### src/rtl/spi_flash_ctrl_v2.sv
// SPI mode-0 flash controller for the 6809 bus: byte reads (READ 0x03) and byte writes
// (WREN, PAGE PROGRAM, RDSR polling), holding o_ready low for the whole transaction.
module spi_flash_ctrl_v2 #(
  parameter int          CLK_DIV    = 1,
  parameter int          ADDR_BITS  = 12,
  parameter logic [23:0] ADDR_BASE  = 24'h000000,
  parameter int          CS_GAP     = 2,
  parameter int          POLL_LIMIT = 50000
) (
  input  logic        clk,
  input  logic        reset,
  input  logic        i_ce,
  input  logic        i_rw,
  input  logic [15:0] i_addr,
  input  logic [7:0]  i_data,
  input  logic        i_miso,
  output logic        o_sclk,
  output logic        o_mosi,
  output logic        o_cs_n,
  output logic [7:0]  o_data,
  output logic        o_ready,
  output logic        o_err
);

  typedef enum logic [2:0] {
    ST_IDLE,
    ST_RD_XFER,
    ST_WREN,
    ST_GAP,
    ST_PROG,
    ST_POLL
  } state_t;

  localparam logic [15:0] DIV_RELOAD = 16'(CLK_DIV - 1);
  localparam logic [15:0] GAP_RELOAD = 16'(CS_GAP - 1);
  localparam logic [15:0] POLL_MAX   = 16'(POLL_LIMIT);

  state_t      state_q, state_d;
  state_t      nxt_q, nxt_d;
  logic        sclk_q, sclk_d;
  logic        mosi_q, mosi_d;
  logic        cs_n_q, cs_n_d;
  logic [7:0]  data_q, data_d;
  logic        ready_q, ready_d;
  logic        err_q, err_d;
  logic        armed_q, armed_d;
  logic [23:0] addr_q, addr_d;
  logic [7:0]  wdata_q, wdata_d;
  logic [39:0] shift_q, shift_d;
  logic [5:0]  bit_cnt_q, bit_cnt_d;
  logic [15:0] div_q, div_d;
  logic [15:0] gap_q, gap_d;
  logic [7:0]  rx_q, rx_d;
  logic [15:0] poll_cnt_q, poll_cnt_d;

  logic [23:0] addr_lo;
  logic [23:0] flash_addr;
  logic [15:0] poll_inc;
  logic        start;
  logic [39:0] load_word;
  logic [5:0]  load_cnt;
  logic        unused_addr;

  assign unused_addr = ^i_addr;

  always_comb begin
    addr_lo = '0;
    addr_lo[ADDR_BITS-1:0] = i_addr[ADDR_BITS-1:0];
    flash_addr = ADDR_BASE | addr_lo;
  end

  assign poll_inc = (poll_cnt_q == '1) ? poll_cnt_q : poll_cnt_q + 16'd1;

  always_comb begin
    state_d    = state_q;
    nxt_d      = nxt_q;
    sclk_d     = sclk_q;
    mosi_d     = mosi_q;
    cs_n_d     = cs_n_q;
    data_d     = data_q;
    ready_d    = ready_q;
    err_d      = err_q;
    armed_d    = armed_q;
    addr_d     = addr_q;
    wdata_d    = wdata_q;
    shift_d    = shift_q;
    bit_cnt_d  = bit_cnt_q;
    div_d      = div_q;
    gap_d      = gap_q;
    rx_d       = rx_q;
    poll_cnt_d = poll_cnt_q;
    start      = 1'b0;
    load_word  = '0;
    load_cnt   = '0;

    // Re-arming only happens while CE is low, so a held CE cannot retrigger.
    if (!i_ce) armed_d = 1'b1;

    case (state_q)
      ST_IDLE: begin
        if (i_ce && armed_q) begin
          armed_d    = 1'b0;
          ready_d    = 1'b0;
          err_d      = 1'b0;
          addr_d     = flash_addr;
          wdata_d    = i_data;
          poll_cnt_d = '0;
          start      = 1'b1;
          if (i_rw) begin
            state_d   = ST_RD_XFER;
            load_word = {8'h03, flash_addr, 8'h00};
            load_cnt  = 6'd39;
          end else begin
            state_d   = ST_WREN;
            load_word = {8'h06, 32'h0};
            load_cnt  = 6'd7;
          end
        end
      end

      ST_GAP: begin
        if (gap_q == '0) begin
          start   = 1'b1;
          state_d = nxt_q;
          if (nxt_q == ST_PROG) begin
            load_word = {8'h02, addr_q, wdata_q};
            load_cnt  = 6'd39;
          end else begin
            load_word = {8'h05, 32'h0};
            load_cnt  = 6'd15;
          end
        end else begin
          gap_d = gap_q - 16'd1;
        end
      end

      default: begin
        // Active burst: low phase then high phase per bit, each CLK_DIV clocks long.
        if (div_q != '0) begin
          div_d = div_q - 16'd1;
        end else if (!sclk_q) begin
          sclk_d = 1'b1;
          div_d  = DIV_RELOAD;
          rx_d   = {rx_q[6:0], i_miso};
        end else if (bit_cnt_q != '0) begin
          sclk_d    = 1'b0;
          mosi_d    = shift_q[39];
          shift_d   = {shift_q[38:0], 1'b0};
          bit_cnt_d = bit_cnt_q - 6'd1;
          div_d     = DIV_RELOAD;
        end else begin
          sclk_d = 1'b0;
          cs_n_d = 1'b1;
          mosi_d = 1'b0;
          case (state_q)
            ST_RD_XFER: begin
              data_d  = rx_q;
              ready_d = 1'b1;
              state_d = ST_IDLE;
            end
            ST_WREN: begin
              state_d = ST_GAP;
              nxt_d   = ST_PROG;
              gap_d   = GAP_RELOAD;
            end
            ST_PROG: begin
              state_d = ST_GAP;
              nxt_d   = ST_POLL;
              gap_d   = GAP_RELOAD;
            end
            default: begin
              poll_cnt_d = poll_inc;
              if (!rx_q[0]) begin
                ready_d = 1'b1;
                state_d = ST_IDLE;
              end else if (poll_inc >= POLL_MAX) begin
                err_d   = 1'b1;
                ready_d = 1'b1;
                state_d = ST_IDLE;
              end else begin
                state_d = ST_GAP;
                nxt_d   = ST_POLL;
                gap_d   = GAP_RELOAD;
              end
            end
          endcase
        end
      end
    endcase

    // CS falls with the first MOSI bit, one half-period before the first SCLK rise.
    if (start) begin
      cs_n_d    = 1'b0;
      sclk_d    = 1'b0;
      mosi_d    = load_word[39];
      shift_d   = {load_word[38:0], 1'b0};
      bit_cnt_d = load_cnt;
      div_d     = DIV_RELOAD;
    end
  end

  always_ff @(posedge clk) begin
    if (!reset) begin
      state_q    <= ST_IDLE;
      nxt_q      <= ST_PROG;
      sclk_q     <= 1'b0;
      mosi_q     <= 1'b0;
      cs_n_q     <= 1'b1;
      data_q     <= '0;
      ready_q    <= 1'b1;
      err_q      <= 1'b0;
      armed_q    <= 1'b1;
      addr_q     <= '0;
      wdata_q    <= '0;
      shift_q    <= '0;
      bit_cnt_q  <= '0;
      div_q      <= '0;
      gap_q      <= '0;
      rx_q       <= '0;
      poll_cnt_q <= '0;
    end else begin
      state_q    <= state_d;
      nxt_q      <= nxt_d;
      sclk_q     <= sclk_d;
      mosi_q     <= mosi_d;
      cs_n_q     <= cs_n_d;
      data_q     <= data_d;
      ready_q    <= ready_d;
      err_q      <= err_d;
      armed_q    <= armed_d;
      addr_q     <= addr_d;
      wdata_q    <= wdata_d;
      shift_q    <= shift_d;
      bit_cnt_q  <= bit_cnt_d;
      div_q      <= div_d;
      gap_q      <= gap_d;
      rx_q       <= rx_d;
      poll_cnt_q <= poll_cnt_d;
    end
  end

  assign o_sclk  = sclk_q;
  assign o_mosi  = mosi_q;
  assign o_cs_n  = cs_n_q;
  assign o_data  = data_q;
  assign o_ready = ready_q;
  assign o_err   = err_q;

endmodule
### config.mk
export PLATFORM = sky130hd
export DESIGN_NAME = spi_flash_ctrl_v2
export DESIGN_NICKNAME = d
export VERILOG_FILES = /design/src/rtl/spi_flash_ctrl_v2.sv
export SDC_FILE = /design/constraint.sdc
export NUM_CORES = 1
export LEC_CHECK = 0
export BUFFER_PORTS_ARGS = -buffer_cell sky130_fd_sc_hd__buf_2
export CELL_PAD_IN_SITES_DETAIL_PLACEMENT = 0
export CELL_PAD_IN_SITES_GLOBAL_PLACEMENT = 2
export CORE_ASPECT_RATIO = 1.25
export CORE_MARGIN = 2
export CORE_UTILIZATION = 38
export CTS_BUF_LIST = sky130_fd_sc_hd__clkbuf_2 sky130_fd_sc_hd__clkbuf_4 sky130_fd_sc_hd__clkbuf_8
export CTS_CLUSTER_DIAMETER = 100
export DETAILED_ROUTE_END_ITERATION = 12
export PLACE_DENSITY_LB_ADDON = 0.1
export SYNTH_ARGS = -nofsm -noshare
export SYNTH_HDL_FRONTEND = slang
export SYNTH_SLANG_ARGS = --single-unit
### constraint.sdc
create_clock -name clk -period 3.2 [get_ports clk]
set_input_delay 0 -clock clk [delete_from_list [all_inputs] [get_ports clk]]
set_output_delay 0 -clock clk [all_outputs]
set_load 0.005 [all_outputs]
# ---- Yosys cells after proc, flatten, opt, wreduce, memory -nomap -nowiden
# Index checks and enable logic that the tools add are counted.
dict set report totals {
  ff_bits 141
  in_bits 29
  out_inout_bits 13
  elab_cells 169
}
dict set report op_classes {
  n_addsub 4
  order_cmp 1
  eq_ne 25
  muxes 82
  n_bitwise 8
  reduce_logical 32
}
# cell n
set ops {}
lappend ops {{16-bit 2-to-1 mux} 15}
lappend ops {{40-bit 2-to-1 mux} 5}
lappend ops {{35-bit 2-to-1 mux} 4}
lappend ops {{16-bit one-hot mux with 2 select lines} 3}
lappend ops {{35-bit one-hot mux with 2 select lines} 1}
lappend ops {{6-bit 2-to-1 mux} 9}
lappend ops {{16-bit by 1-bit subtractor with 16-bit output (second input constant)} 2}
lappend ops {{1-bit 2-to-1 mux} 27}
lappend ops {{3-bit 2-to-1 mux} 7}
lappend ops {{16-bit by 1-bit adder with 16-bit output (second input constant)} 1}
lappend ops {{16-bit equality test (second input constant)} 1}
lappend ops {{16-bit >= comparator (second input constant)} 1}
lappend ops {{16-bit logical NOT} 1}
lappend ops {{2-bit by 1-bit != test with 1-bit output (second input constant)} 8}
lappend ops {{8-bit AND reduction} 2}
lappend ops {{16-bit nonzero test} 1}
lappend ops {{7-bit AND reduction} 2}
lappend ops {{3-bit by 1-bit != test with 1-bit output (second input constant)} 4}
lappend ops {{6-bit one-hot mux with 2 select lines} 1}
lappend ops {{2-bit nonzero test} 6}
lappend ops {{2-bit != test (second input constant)} 5}
lappend ops {{5-bit AND reduction} 2}
lappend ops {{3-bit one-hot mux with 3 select lines} 1}
lappend ops {{3-bit nonzero test} 3}
lappend ops {{20 further kinds} 40}

# ---- Logic depth before layout (Yosys ltp)
dict set report depth {
  ltp_word 10
  mapped_depth 11
  ltp_nobuf 9
}

# ---- Least setup slack after synthesis
# OpenSTA, ideal clock, no wires.
dict set report synth_path {
  path_kind {flip-flop to flip-flop}
  from {register poll_cnt_q[0]}
  to {register gap_q[0]}
  setup_time_ns 0.116
  arrival_ns 2.401
  required_ns 3.084
  path_slack_ns 0.683
  stages_incl_launch_ff 10
  path_buffers 1
  synth_period_minus_slack_ns 2.517
  cell_sequence {dfxtp_1 > ha_1 > nand4_2 > or4_1 > buf_2 > and4b_4 > o211a_4 > nor4b_4 > nor2_1 > o211a_1}
}
dict set report synth_via {
  elab_chain_len 5
  elab_cells_between_ends 6
  classes_between {1 x add/sub; 1 x order compare; 2 x eq/ne; 1 x mux; 1 x reduce/logical}
}
# element line
set synth_lines {}
lappend synth_lines {{start: declaration} 54} ;# logic [15:0] poll_cnt_q, poll_cnt_d;
lappend synth_lines {{start signal: assignment} 238} ;# poll_cnt_q <= poll_cnt_d;
lappend synth_lines {{16-bit by 1-bit adder with 16-bit output / 16-bit equality test (equally long branches)} 72} ;# assign poll_inc = (poll_cnt_q == '1) ? poll_cnt_q : poll_cnt_q + 16'd1;
lappend synth_lines {{16-bit 2-to-1 mux (*)} 72}
lappend synth_lines {{16-bit >= comparator (*)} 176} ;# end else if (poll_inc >= POLL_MAX) begin
lappend synth_lines {{3-bit by 2-bit != test with 1-bit output (no source line) (*)} -}
lappend synth_lines {{8-bit AND reduction (no source line) (*)} -}
lappend synth_lines {{end signal: assignment} 236} ;# gap_q <= gap_d;
lappend synth_lines {{end: declaration} 52} ;# logic [15:0] gap_q, gap_d;
# Mark *: on every way between the ends. The rest lies on a longest branch, timed or not.
# A chain may end at the register's enable or synchronous reset.

# ---- Final worst setup path
dict set report layout_path {
  from {register poll_cnt_q[5]}
  to {register gap_q[11]}
}
# Same word-level chain as after synthesis.

==> flow_summary.toml <==
[floorplan]
core_area_um2 = 17300
die-area_um2 = 18600
fp.dieW_um = 122
start_util = 0.385
die_h_um = 152
rows = 54
io_pins = 42

[drt]
drt-total-wl_um = 17500
antenna_left = 0
first_pass_iters = 5
via_per_inst = 5.44
drc_errors = 0
drt_iter0_markers = 344
vias = 6121
wl_per_cell_um = 15.5

[timing]
setup_viol = 0
hold-worst-slack_ps = 60.8
finalCritPeriodShare = 0.881
clock_skew_ps = 10.6
final_max_slew_viol_count = 0
fmax_mhz = 355
hold_viol_final = 0
rsz0062_at_grt = "no"
finalSetupTns_ps = 0
fin_crit_ps = 2820
tightest_slew_ps = 742
slew_headroom = 0.506

[yosys]
synth.top_cell.area_share = 0.418
synth_nets = 863
synthesis.area_um2 = 6660
synth_seq_area_share = 0.418
syn_area_per_cell_um2 = 8.03
syn_inst = 829
ys_types = 73
postSynth.asyncResetShare = 0
synth_ff_type = "dfxtp_1"
yosys_warnings = 0
yosysTopAreaCell = "dfxtp_1"
synth.ff_latch_count = 139
synth_edf_count = 0
synthTopCellsByArea = "dfxtp_1 (42%), nand2_1 (8.2%), a21oi_1 (6.0%)"

[power]
seqPwrFrac = 0.382
p_int_mw = 3.58
combPwrFrac = 0.325
pwr-share-clk = 0.293
power_switching_share = 0.368
power.leakage_nw = 2.96
power_density_nw_per_um2 = 727
vdd_drop_max_mv = 0.337
power.switching_mw = 2.09

[final_layout]
insertedDiodeCount = 0
drive_gt1_frac = 0.140
fin_nets = 922
areaGrowthSynthToFinish_pct = 17.2

[setup_path]
reg2reg_to = "gap_q[11]"
crit_type = "reg -> reg"
reg2regPathDepth = 8
worstSetupStartpointType = "flop"
cp.arrival_ps = 3130
r2r_start = "poll_cnt_q[5]"
end_kind = "flop"
required_ps = 3520
reg2reg_slack_ps = 380
critPathMaxFanout = 12

[place]
hpwlAfterDp_um = 11800
routabilityCongestion = 0.798
port-buffer-count = 37

[global_route]
grt_pass1_vias = 5899
grt_overflow = 0
grt_start_max_net_pins = 55
grtUsageTotal = 0.196
grt_pass1_wl_um = 29500
antenna_found_initial = 0

[min_path]
hp-start = "reset"
holdPathStages = 2
min_to = "o_cs_n"
hold_class = "in -> reg"

[clock_tree]
cts_buffer_depth = 2
htreeDepth = 4
cts_tree = "built"
insertion_delay_ps = 460
clk_pin_slew_ps = 90
post-cts-setup-buffers = 0
root_buffer = "clkbuf_8"
clock_sinks = 139
cts_buffers = 17

[run]
max-cap-violations = 0

[outcome]
status = "finished, final reports clean"
==> layer usage <==
metal | global-route usage | vias to the layer above | part of all wire
li1 | - | 3068 | -
met1 | 0.251 | 2923 | 0.46
met2 | 0.327 | 109 | 0.49
met3 | 0.0390 | 21 | 0.032
met4 | 0.0673 | 0 | 0.015
met5 | 0 | - | 0
==> cells in the final DEF, fill, tap and decap left out, types with 7 or more instances in the layout <==
master	count
nand2_1	145
dfxtp_1	139
nor2_1	80
a21oi_1	80
o21ai_0	43
nand3_1	37
buf_2	37
buf_4	26
nor3_1	23
dlygate4sd3_1	23
mux2i_1	20
a31oi_1	18
clkbuf_8	18
inv_1	16
xor2_1	12
nor4_1	11
o21a_1	10
a22oi_1	9
xnor2_1	8
and2_1	8
or3_1	8
o21ai_1	8
o31ai_1	7
==> stage by stage <==
stage,utilization,setup slack [ps],instance area [um^2],cells,total power [mW]
after global placement,0.412,427,7120,1070,3.97
after floorplan,-,683,6660,829,3.53
after CTS,0.451,372,7800,1125,5.72
after global routing,0.451,92.2,7800,1125,6.06
after detailed placement,0.412,384,7120,1070,4.02
final,0.451,381,7800,1125,5.67
==> repair_timing <==
item,CTS,global route
endpoints found under the hold margin,38,0
gates resized for setup,0,0
hold buffers,23,0
==> power by group through the flow <==
| stage | Sequential (mW) | Clock, mW | Combinational (mW) |
|---|---|---|---|
| 2_1_floorplan | 2.16 | 0 | 1.37 |
| 3_3_place_gp | 2.20 | 0 | 1.77 |
| 3_5_place_dp | 2.20 | 0 | 1.82 |
| 4_1_cts | 2.16 | 1.71 | 1.85 |
| 5_1_grt | 2.20 | 1.78 | 2.08 |
| 6_report | 2.17 | 1.66 | 1.85 |
==> worst max path at each step <==
stage | startpoint | end | slack, ps
floorplan | poll_cnt_q[0] | gap_q[0] | 680
global placement | poll_cnt_q[5] | gap_q[7] | 430
detailed placement | poll_cnt_q[5] | gap_q[9] | 380
CTS | poll_cnt_q[5] | gap_q[7] | 370
global route | poll_cnt_q[5] | nxt_q[0] | 90
finish | poll_cnt_q[5] | gap_q[11] | 380
==> Yosys cell counts, types with 6 or more instances <==
library cell	number
a21oi_1	80
a22oi_1	9
a31oi_1	19
and2_1	8
buf_2	11
clkbuf_1	28
dfxtp_1	139
inv_1	17
mux2i_1	20
nand2_1	145
nand2b_1	6
nand3_1	37
nand4_1	6
nor2_1	81
nor3_1	24
nor4_1	11
o21a_1	10
o21ai_0	43
o21ai_1	8
o31ai_1	7
or2_2	6
or3_1	8
xnor2_1	8
xor2_1	12
==> registers in the layout, summed over array words and instances (netlist names) <==
name	cells
bit_cnt_q	6
armed_q	1
wdata_q	8
poll_cnt_q	16
o_err	1
o_data	8
o_mosi	1
nxt_q	1
o_sclk	1
state_q	3
gap_q	16
div_q	16
rx_q	8
o_ready	1
addr_q	12
shift_q	39
o_cs_n	1
==> logic make-up (layout without fill, tap and decap cells) <==
kind of cell,after synthesis,count (layout),share of synthesized area
adders and majority gates,5,5,0.00939
buffers and inverters,63,135,0.0421
xor gates and xnor gates,20,20,0.0263
muxes,20,20,0.0301
AOI/OAI and AO/OA,218,218,0.208
DFF,139,139,0.418
and+or+nand+nor,364,364,0.266
==> critical path, stage by stage (launching register included) <==
cell	delay (ps)
dfxtp_1	450
nand3_1	350
nor4_1	550
nor4bb_1	280
nor3_1	90
buf_4	160
a32o_1	270
a31oi_4	410
o31ai_1	110
==> layout make-up <==
type / count / area, um^2
fillers: 1817 / 9490
multi-input cells: 627 / 3610
flip-flops and latches: 139 / 2780
repair buffers: 86 / 611
well taps: 224 / 280
clock buffers: 18 / 248
clock inverters: 14 / 208
inverters: 17 / 63.8
Power figures use the tool's default switching activity.
